File: config.mk
export PLATFORM = sky130hd
export DESIGN_NAME = decode_stage
export DESIGN_NICKNAME = d
export VERILOG_FILES = /design/src/rtl/y86_pkg.sv /design/src/rtl/regfile.sv /design/src/rtl/decode_stage.sv
export SDC_FILE = /design/constraint.sdc
export NUM_CORES = 2
export LEC_CHECK = 0
export ABC_AREA = 1
export CAP_MARGIN = 20
export CELL_PAD_IN_SITES_DETAIL_PLACEMENT = 1
export CELL_PAD_IN_SITES_GLOBAL_PLACEMENT = 2
export CORE_MARGIN = 2
export CORE_UTILIZATION = 32
export CTS_CLUSTER_DIAMETER = 120
export DETAILED_ROUTE_END_ITERATION = 10
export PLACE_DENSITY_LB_ADDON = 0.12
export SYNTH_ARGS = -nofsm -noshare
export SYNTH_HDL_FRONTEND = slang
export SYNTH_HIERARCHICAL = 1
export SYNTH_SLANG_ARGS = --single-unit
File: constraint.sdc
create_clock -name clk -period 3.8 [get_ports clk]
set_clock_uncertainty 0.15 [all_clocks]
set_input_delay 0.57 -clock clk [delete_from_list [all_inputs] [get_ports clk]]
set_output_delay 0.57 -clock clk [all_outputs]
set_load 0.02 [all_outputs]
File: src/rtl/y86_pkg.sv
// Shared Y86-64 encodings used by the decode stage and its register file.
// Also defines the bubble (NOP) image the D register loads on reset and on bubble.
package y86_pkg;

  localparam logic [3:0] IHALT   = 4'h0;
  localparam logic [3:0] INOP    = 4'h1;
  localparam logic [3:0] IRRMOVQ = 4'h2;
  localparam logic [3:0] IIRMOVQ = 4'h3;
  localparam logic [3:0] IRMMOVQ = 4'h4;
  localparam logic [3:0] IMRMOVQ = 4'h5;
  localparam logic [3:0] IOPQ    = 4'h6;
  localparam logic [3:0] IJXX    = 4'h7;
  localparam logic [3:0] ICALL   = 4'h8;
  localparam logic [3:0] IRET    = 4'h9;
  localparam logic [3:0] IPUSHQ  = 4'hA;
  localparam logic [3:0] IPOPQ   = 4'hB;

  localparam logic [3:0] RNONE = 4'hF;
  localparam logic [3:0] RSP   = 4'h4;

  localparam logic [3:0] SAOK = 4'b0001;
  localparam logic [3:0] SINS = 4'b0010;
  localparam logic [3:0] SHLT = 4'b0100;
  localparam logic [3:0] SADR = 4'b1000;

  typedef struct packed {
    logic [3:0] stat;
    logic [3:0] icode;
    logic [3:0] ifun;
    logic [3:0] rA;
    logic [3:0] rB;
  } d_hdr_t;

  localparam d_hdr_t D_NOP_HDR = '{stat: SAOK, icode: INOP, ifun: 4'h0, rA: RNONE, rB: RNONE};

endpackage

File: src/rtl/regfile.sv
// 15-entry register file: two combinational read ports (ID F reads 0), two write ports.
// Writes land at posedge; when both ports hit the same register the M port wins.
module regfile
  import y86_pkg::*;
#(
  parameter int DATA_W = 64,
  parameter int NREG   = 15
) (
  input  logic              clk,
  input  logic              rst_n,
  input  logic [3:0]        i_srcA,
  input  logic [3:0]        i_srcB,
  output logic [DATA_W-1:0] o_valA,
  output logic [DATA_W-1:0] o_valB,
  input  logic [3:0]        i_dstE,
  input  logic [DATA_W-1:0] i_valE,
  input  logic [3:0]        i_dstM,
  input  logic [DATA_W-1:0] i_valM
);

  logic [DATA_W-1:0] r_rf [NREG];

  // M write is issued last so it overrides E on a shared target (popq %rsp).
  always_ff @(posedge clk or negedge rst_n) begin
    if (!rst_n) begin
      for (int i = 0; i < NREG; i++) begin
        r_rf[i] <= '0;
      end
    end else begin
      if (i_dstE != RNONE) r_rf[i_dstE] <= i_valE;
      if (i_dstM != RNONE) r_rf[i_dstM] <= i_valM;
    end
  end

  assign o_valA = (i_srcA == RNONE) ? '0 : r_rf[i_srcA];
  assign o_valB = (i_srcB == RNONE) ? '0 : r_rf[i_srcB];

endmodule

File: src/rtl/decode_stage.sv
// Y86-64 decode: F/D register (1-cycle from fetch, stall beats bubble), register IDs,
// and forwarded operands; stall/bubble gate only the D register, never the RF.
module decode_stage
  import y86_pkg::*;
#(
  parameter int DATA_W = 64,
  parameter int NREG   = 15
) (
  input  logic              clk,
  input  logic              rst_n,
  input  logic [3:0]        f_stat,
  input  logic [3:0]        f_icode,
  input  logic [3:0]        f_ifun,
  input  logic [3:0]        f_rA,
  input  logic [3:0]        f_rB,
  input  logic [DATA_W-1:0] f_valC,
  input  logic [DATA_W-1:0] f_valP,
  input  logic              D_stall,
  input  logic              D_bubble,
  input  logic [3:0]        e_dstE,
  input  logic [DATA_W-1:0] e_valE,
  input  logic [3:0]        M_dstE,
  input  logic [3:0]        M_dstM,
  input  logic [DATA_W-1:0] M_valE,
  input  logic [DATA_W-1:0] m_valM,
  input  logic [3:0]        W_dstE,
  input  logic [3:0]        W_dstM,
  input  logic [DATA_W-1:0] W_valE,
  input  logic [DATA_W-1:0] W_valM,
  output logic [3:0]        D_stat,
  output logic [3:0]        D_icode,
  output logic [3:0]        D_ifun,
  output logic [DATA_W-1:0] D_valC,
  output logic [3:0]        d_srcA,
  output logic [3:0]        d_srcB,
  output logic [3:0]        d_dstE,
  output logic [3:0]        d_dstM,
  output logic [DATA_W-1:0] d_valA,
  output logic [DATA_W-1:0] d_valB
);

  d_hdr_t            r_d_hdr;
  logic [DATA_W-1:0] r_d_valC;
  logic [DATA_W-1:0] r_d_valP;

  logic [3:0]        w_srcA;
  logic [3:0]        w_srcB;
  logic [3:0]        w_dstE;
  logic [3:0]        w_dstM;
  logic [DATA_W-1:0] w_rf_valA;
  logic [DATA_W-1:0] w_rf_valB;
  logic [DATA_W-1:0] w_valA;
  logic [DATA_W-1:0] w_valB;

  always_ff @(posedge clk or negedge rst_n) begin
    if (!rst_n) begin
      r_d_hdr  <= D_NOP_HDR;
      r_d_valC <= '0;
      r_d_valP <= '0;
    end else if (!D_stall) begin
      if (D_bubble) begin
        r_d_hdr  <= D_NOP_HDR;
        r_d_valC <= '0;
        r_d_valP <= '0;
      end else begin
        r_d_hdr  <= '{stat: f_stat, icode: f_icode, ifun: f_ifun, rA: f_rA, rB: f_rB};
        r_d_valC <= f_valC;
        r_d_valP <= f_valP;
      end
    end
  end

  always_comb begin
    w_srcA = RNONE;
    w_srcB = RNONE;
    w_dstE = RNONE;
    w_dstM = RNONE;
    case (r_d_hdr.icode)
      IRRMOVQ, IRMMOVQ, IOPQ, IPUSHQ: w_srcA = r_d_hdr.rA;
      IRET, IPOPQ:                    w_srcA = RSP;
      default:                        w_srcA = RNONE;
    endcase
    case (r_d_hdr.icode)
      IRMMOVQ, IMRMOVQ, IOPQ:         w_srcB = r_d_hdr.rB;
      ICALL, IRET, IPUSHQ, IPOPQ:     w_srcB = RSP;
      default:                        w_srcB = RNONE;
    endcase
    // cmov always names rB here; execute squashes it when the condition fails.
    case (r_d_hdr.icode)
      IRRMOVQ, IIRMOVQ, IOPQ:         w_dstE = r_d_hdr.rB;
      ICALL, IRET, IPUSHQ, IPOPQ:     w_dstE = RSP;
      default:                        w_dstE = RNONE;
    endcase
    case (r_d_hdr.icode)
      IMRMOVQ, IPOPQ:                 w_dstM = r_d_hdr.rA;
      default:                        w_dstM = RNONE;
    endcase
  end

  regfile #(
    .DATA_W (DATA_W),
    .NREG   (NREG)
  ) u_regfile (
    .clk    (clk),
    .rst_n  (rst_n),
    .i_srcA (w_srcA),
    .i_srcB (w_srcB),
    .o_valA (w_rf_valA),
    .o_valB (w_rf_valB),
    .i_dstE (W_dstE),
    .i_valE (W_valE),
    .i_dstM (W_dstM),
    .i_valM (W_valM)
  );

  // Youngest producer first; an RNONE source must not match an idle RNONE destination.
  always_comb begin
    w_valA = w_rf_valA;
    if (r_d_hdr.icode == ICALL || r_d_hdr.icode == IJXX) w_valA = r_d_valP;
    else if (w_srcA == RNONE)  w_valA = '0;
    else if (w_srcA == e_dstE) w_valA = e_valE;
    else if (w_srcA == M_dstM) w_valA = m_valM;
    else if (w_srcA == M_dstE) w_valA = M_valE;
    else if (w_srcA == W_dstM) w_valA = W_valM;
    else if (w_srcA == W_dstE) w_valA = W_valE;
  end

  always_comb begin
    w_valB = w_rf_valB;
    if (w_srcB == RNONE)       w_valB = '0;
    else if (w_srcB == e_dstE) w_valB = e_valE;
    else if (w_srcB == M_dstM) w_valB = m_valM;
    else if (w_srcB == M_dstE) w_valB = M_valE;
    else if (w_srcB == W_dstM) w_valB = W_valM;
    else if (w_srcB == W_dstE) w_valB = W_valE;
  end

  assign D_stat  = r_d_hdr.stat;
  assign D_icode = r_d_hdr.icode;
  assign D_ifun  = r_d_hdr.ifun;
  assign D_valC  = r_d_valC;
  assign d_srcA  = w_srcA;
  assign d_srcB  = w_srcB;
  assign d_dstE  = w_dstE;
  assign d_dstM  = w_dstM;
  assign d_valA  = w_valA;
  assign d_valB  = w_valB;

endmodule

Yosys cells after proc, flatten, opt, wreduce, memory -nomap -nowiden
Cells that the tools add are included.

storage, ports and cells
  register bits after elaboration = 1108
  bits of input ports = 492
  output and inout port bits = 220

operators by class
  $lt $le $gt $ge = 6
  equality and inequality tests = 24
  muxes and demuxes = 34
  bitwise gates (word level) = 4
  reductions and logical operators = 9

operators by type and width
  cell                                                                  count
  960-bit bitwise mux                                                   2
  960-bit two-way mux                                                   2
  64-bit two-way mux                                                    21
  64-bit binary-select mux with 4-bit select                            2
  64-bit demux with 4-bit select                                        2
  4-bit == test                                                         10
  4-bit == test, second input constant                                  6
  4-bit case mux with 2 select lines                                    3
  5-bit >= comparator, second input constant                            4
  20-bit two-way mux                                                    1
  4-bit inverter with 5-bit output                                      4
  4-bit by 3-bit == test with 1-bit output, second input constant       4
  5-bit by 1-bit < comparator with 1-bit output, second input constant  2
  4-bit by 2-bit == test with 1-bit output, second input constant       2
  4-bit inequality test, second input constant                          2
  4-bit OR reduction                                                    2
  3-bit OR reduction                                                    2
  4-bit two-way mux                                                     1
  2-bit OR reduction                                                    2
  1-bit logical AND                                                     2
  1-bit logical OR                                                      1

Logic depth before layout (Yosys ltp)
  depth in word-level cells = 14
  mapped depth = 24

Hierarchy
Netlist, hierarchy kept.

modules (own cells, without submodules)
  module        instances  cells each  area an instance (um^2)  seq. area each (um^2)
  regfile       1          10330       64456.8                  24023.0
  decode_stage  1          2617        15456.1                  3716.1

Worst setup path after synthesis
Ideal clock, no wire load.

  path kind = reg-to-output
  start point = reg r_d_hdr (netlist bit D_icode[0])
  end point = out d_valB[23]
  arrival = 2.821 ns
  slack = 0.259 ns
  cell stages (with the launch flop) = 21
  path buffers = 3
  cells stage by stage = dfstp_2 nand2_1 inv_2 nor2_8 nand2_2 nand2_2 inv_2 buf_2 clkbuf_1 clkbuf_1 nand3_1 nand2_1 nand3b_1 nand3_1 nand2_1 inv_1 nand2_1 nand3_1 nand3_1 nand3_1 a21oi_1

on the way
  cells in the longest elaborated chain, start to end = 13
  elaborated cells on any way between the ends = 26
  classes of those cells = eq/ne (13); mux (10); bitwise (1); reduce/logical (2)

RTL lines
  element                                                                    line                 text
  start: declaration                                                         decode_stage.sv:42   d_hdr_t r_d_hdr;
  start signal: assignment                                                   decode_stage.sv:66   r_d_hdr <= '{stat: f_stat, icode: f_icode, ifun: f_ifun, rA: f_rA, rB: f_rB};
  4-bit == test or 4-bit by 3-bit == test with 1-bit output (tied branches)  decode_stage.sv:83   case (r_d_hdr.icode)
  4-bit OR reduction or 3-bit OR reduction (tied branches)                   decode_stage.sv:83
  4-bit case mux with 2 select lines (*)                                     decode_stage.sv:83
  named net d_srcB[1]                                                        decode_stage.sv:35   output logic [3:0] d_srcB,
  4-bit inverter with 5-bit output (implied by the code) (*)                 regfile.sv:36        assign o_valB = (i_srcB == RNONE) ? '0 : r_rf[i_srcB];
  64-bit binary-select mux with 4-bit select (*)                             regfile.sv:36
  64-bit two-way mux (implied by the code) (*) (2 in a row)                  regfile.sv:36
  named net w_rf_valB[23]                                                    decode_stage.sv:51   logic [DATA_W-1:0] w_rf_valB;
  64-bit two-way mux (*)                                                     decode_stage.sv:135  else if (w_srcB == W_dstE) w_valB = W_valE;
  64-bit two-way mux (*)                                                     decode_stage.sv:134  else if (w_srcB == W_dstM) w_valB = W_valM;
  64-bit two-way mux (*)                                                     decode_stage.sv:133  else if (w_srcB == M_dstE) w_valB = M_valE;
  64-bit two-way mux (*)                                                     decode_stage.sv:132  else if (w_srcB == M_dstM) w_valB = m_valM;
  64-bit two-way mux (*)                                                     decode_stage.sv:131  else if (w_srcB == e_dstE) w_valB = e_valE;
  64-bit two-way mux (*)                                                     decode_stage.sv:130  if (w_srcB == RNONE) w_valB = '0;
  end: declaration                                                           decode_stage.sv:39   output logic [DATA_W-1:0] d_valB

The timed path passes the listed nets; every way through them passes the cells marked *. The select of a mux whose other input is x is not followed.

Worst setup path after layout
  start point = reg r_d_hdr (netlist bit D_icode[1])
  end point = out d_valA[51]

on the way
  cells in the longest elaborated chain, start to end = 14
  elaborated cells on any way between the ends = 29
  classes of those cells = eq/ne (14); mux (11); bitwise (1); reduce/logical (3)

RTL lines
  element                                                     line                 text
  4-bit == test, or another cell as far along                 decode_stage.sv:78   case (r_d_hdr.icode)
  4-bit OR reduction or 2-bit OR reduction (tied branches)    decode_stage.sv:78
  4-bit case mux with 2 select lines (*)                      decode_stage.sv:78
  4-bit inverter with 5-bit output (implied by the code) (*)  regfile.sv:35        assign o_valA = (i_srcA == RNONE) ? '0 : r_rf[i_srcA];
  64-bit binary-select mux with 4-bit select (*)              regfile.sv:35
  64-bit two-way mux (implied by the code) (*) (2 in a row)   regfile.sv:35
  named net w_rf_valA[51]                                     decode_stage.sv:50   logic [DATA_W-1:0] w_rf_valA;
  64-bit two-way mux (*)                                      decode_stage.sv:125  else if (w_srcA == W_dstE) w_valA = W_valE;
  64-bit two-way mux (*)                                      decode_stage.sv:124  else if (w_srcA == W_dstM) w_valA = W_valM;
  64-bit two-way mux (*)                                      decode_stage.sv:123  else if (w_srcA == M_dstE) w_valA = M_valE;
  64-bit two-way mux (*)                                      decode_stage.sv:122  else if (w_srcA == M_dstM) w_valA = m_valM;
  64-bit two-way mux (*)                                      decode_stage.sv:121  else if (w_srcA == e_dstE) w_valA = e_valE;
  64-bit two-way mux (*)                                      decode_stage.sv:120  else if (w_srcA == RNONE) w_valA = '0;
  64-bit two-way mux (*)                                      decode_stage.sv:119  if (r_d_hdr.icode == ICALL || r_d_hdr.icode == IJXX) w_valA = r_d_valP;
  end: declaration                                            decode_stage.sv:38   output logic [DATA_W-1:0] d_valA,

Marks and branches as above.

==> results.toml <==
[global_routing]
grt_pass1_wl_um = 754000
grt_pass1_vias = 102814
grt.overflow.total = 0
grt_max_degree = 134
antenna_found_initial = 30
grt.total_usage_pct = 40.5

[critical_path]
regToRegSetupSlack_ns = 2.57
critical_path_class = "reg2out"
worst-path-buf-inv = 10
end_kind = "primary output"
cpMostUsedCell = "nand2_1"
cp_max_fo = 6
required_ns = 3.08
crit_family = "buffers and inverters"
worst_path_largest_cell_delay_ns = 0.43
critPathArrivalTime_ns = 3.89
cp_slowest_cell = "dfrtp_1"
start_kind = "flip-flop"

[place]
gp_congestion = 0.947
place_area_mm2 = 0.0974
dp_hpwl_um = 344000
post-place-ws_ns = -0.606
portBuffers = 711
placedCellCount = 16795

[yosys]
yosys_register_bits = 1108
yosysSeqAreaShare_pct = 34.7
syn-cell-area_mm2 = 0.0799
synthArstFlopShare_pct = 100
yosysTopAreaCell = "dfrtp_1"
synthDistinctLibCells = 41
ys_warn_count = 6
synth_top_area_share_pct = 34.4
synth_edf_count = 0
syn_inst = 12947
synth_ff_type = "dfrtp_1"
synth.avg_cell_area_um2 = 6.17
synthTopCellsByArea = "dfrtp_1 (34%), nand2_1 (21%), nand3_1 (10%), inv_1 (6.7%), a21oi_1 (5.3%)"
synth_fp_nets = 13439

[sta]
slew_headroom_pct = 21.0
holdWs_ns = 0.108
hold_violations = 0
worst_pin_slew_ns = 1.19
drv_slew = 0
period_share_pct = 121
rsz0062_at_grt = "yes"
setup_ws_ns = -0.805
setup_viol = 130
max_freq_mhz = 217
min_period_ns = 4.61

[route]
wire_per_inst_um = 31.0
dr.max_layer_used = "met5"
vias = 101516
wl_met2_um = 232000
antenna_left = 0
drc = 0
wl_met3_um = 49600
drt_iter0_drc = 10885
met1_length_um = 209000
firstDrtPassIters = 9
wl_um = 535000
vias_per_cell = 5.88

[cts]
clock_sinks = 1108
htree_levels = 4
cts_inserted_buffers = 152
clk_path_buf_depth = 3
root_buffer = "clkbuf_16"
clk_latency_ns = 0.83
cts_tree = "built"
path_clk_slew_ns = 0.06

[power]
internal_power_mw = 29.5
clkPwrFrac_pct = 29.2
power_leakage_nw = 53.5
powerDensity_mw_per_mm2 = 461
irDropWorstVdd_mv = 0.438
pwr-share-seq_pct = 31.6
switching_share_pct = 40.5
switchingPower_mw = 20.1
comb_power_share_pct = 39.2

[cells_and_area]
area_growth_pct = 34.7
drive_gt1_share_pct = 14.4
fill_cells = 31509
fin_util_pct = 43.3
final_cell_area_mm2 = 0.108
nets = 14296
final-instance-count-excl-fill = 17261

[outcome]
violations = "negative setup slack"
status = "finished, violations left"

[hold_path]
min-delay-path-class = "in2async"

[die]
die_y_um = 504
start_util_pct = 32.2
std_cell_rows = 183
die-width_um = 504
die_area_mm2 = 0.254
fp.coreArea_mm2 = 0.248
ioPinCount = 712

[job]
drv_cap = 0
## metrics by stage
step           total power [mW]  setup TNS (ns)
6_report                   49.6          -88.46
5_1_grt                    51.9         -107.66
2_1_floorplan              24.9               0
4_1_cts                    48.6          -97.19
3_3_place_gp               32.7          -46.54
3_5_place_dp               33.2          -51.62
## cell usage after synthesis (2+ instances only)
| library cell | count |
|---|---|
| inv_1 | 1427 |
| buf_2 | 283 |
| o21ai_1 | 80 |
| o21ai_0 | 739 |
| buf_1 | 158 |
| nor2_1 | 697 |
| a22o_1 | 135 |
| nand3_1 | 1644 |
| o21ai_2 | 6 |
| nand2_2 | 11 |
| clkinv_1 | 3 |
| nand2_1 | 4463 |
| dfstp_2 | 10 |
| buf_6 | 15 |
| nand3b_1 | 22 |
| nand3_2 | 13 |
| a31oi_1 | 224 |
| nand4_1 | 4 |
| o211ai_1 | 318 |
| buf_4 | 41 |
| inv_2 | 27 |
| nand2_4 | 6 |
| o22ai_1 | 36 |
| dfrtp_1 | 1098 |
| clkbuf_1 | 608 |
| nand3_4 | 2 |
| a21oi_1 | 847 |
| xnor2_1 | 5 |
| xor2_1 | 11 |
| nor2_2 | 3 |
## power by group through the flow
stage	registers (mW)	clock network, mW	logic [mW]
2_1_floorplan	15.4	0	9.53
3_3_place_gp	15.7	0	17.1
3_5_place_dp	15.7	0	17.5
4_1_cts	15.6	14.6	18.4
5_1_grt	15.9	15.1	20.9
6_report	15.7	14.5	19.5
## final timing paths
check | cells after the start | start | endpoint
hold / removal | 2 | rst_n | u_regfile/r_rf[205]
setup reg to reg | 4 | D_icode[0] | D_icode[0]
setup / recovery | 25 | D_icode[1] | d_valA[51]
min in group clk | 2 | D_stall | r_d_hdr[1]
max in group asynchronous | 4 | rst_n | u_regfile/r_rf[743]
hold reg to reg | 1 | D_valC[43] | D_valC[43]
## sequential cells by signal (all words and copies together) (netlist names)
name and count:
D_icode 4, D_ifun 4, D_stat 4, D_valC 64
r_d_hdr 8, r_d_valP 64, u_regfile/r_rf 960
## area by class of cell
type	instances	area (um2)	share of cell area, %
flip-flops and latches	1108	27700	25.8
clock buffers	232	4410	4.10
repair inverters	3	51.3	0.0477
repair buffers	1807	21000	19.5
well taps	3330	4170	3.87
diodes	21	52.6	0.0488
multi-input cells	9274	44100	41.0
inverters	1458	5770	5.36
clock inverters	28	335	0.312
## metal layers
metal  track usage, %  up-vias
met5                0        -
met4             28.9       24
met3             8.38     1579
met2             61.8     5598
met1             50.7    51110
li1                 -    43205
## cell families after synthesis
family / synth area share, %
xor gates and xnor gates: 0.175
and+or+nand+nor: 35.2
buffers and inverters: 12.8
DFF: 34.7
AOI/OAI and AO/OA: 17.1
## what timing repair did
item | 4_1_cts | 5_1_grt
hold buffers | 1 | 0
endpoints found under the setup margin | 132 | 131
resized for setup | 864 | 501
hold endpoints to repair | 252 | 0
gates cloned | 38 | 18
setup buffers | 81 | 56
pin swaps | 38 | 121
## cell usage in the layout (no fill, tap or decap), drive strengths merged, types with 4 or more instances in the layout
cell type      netlist  final
nand2             4480   4480
dfrtp             1098   1098
clkinv               4     26
nand3b              22     22
xnor2                5      5
nor2               702    702
clkdlybuf4s50        0    581
o21ai              825    825
clkbuf             610    251
a22o               135    135
nand3             1659   1659
xor2                11     11
nand4                4      4
bufbuf               0     11
diode                0     21
o211ai             318    318
buf                497   1192
dfstp               10     10
inv               1454   1457
a21oi              848    848
o22ai               36     36
a31oi              224    224
(Power assumes the default switching activity.)
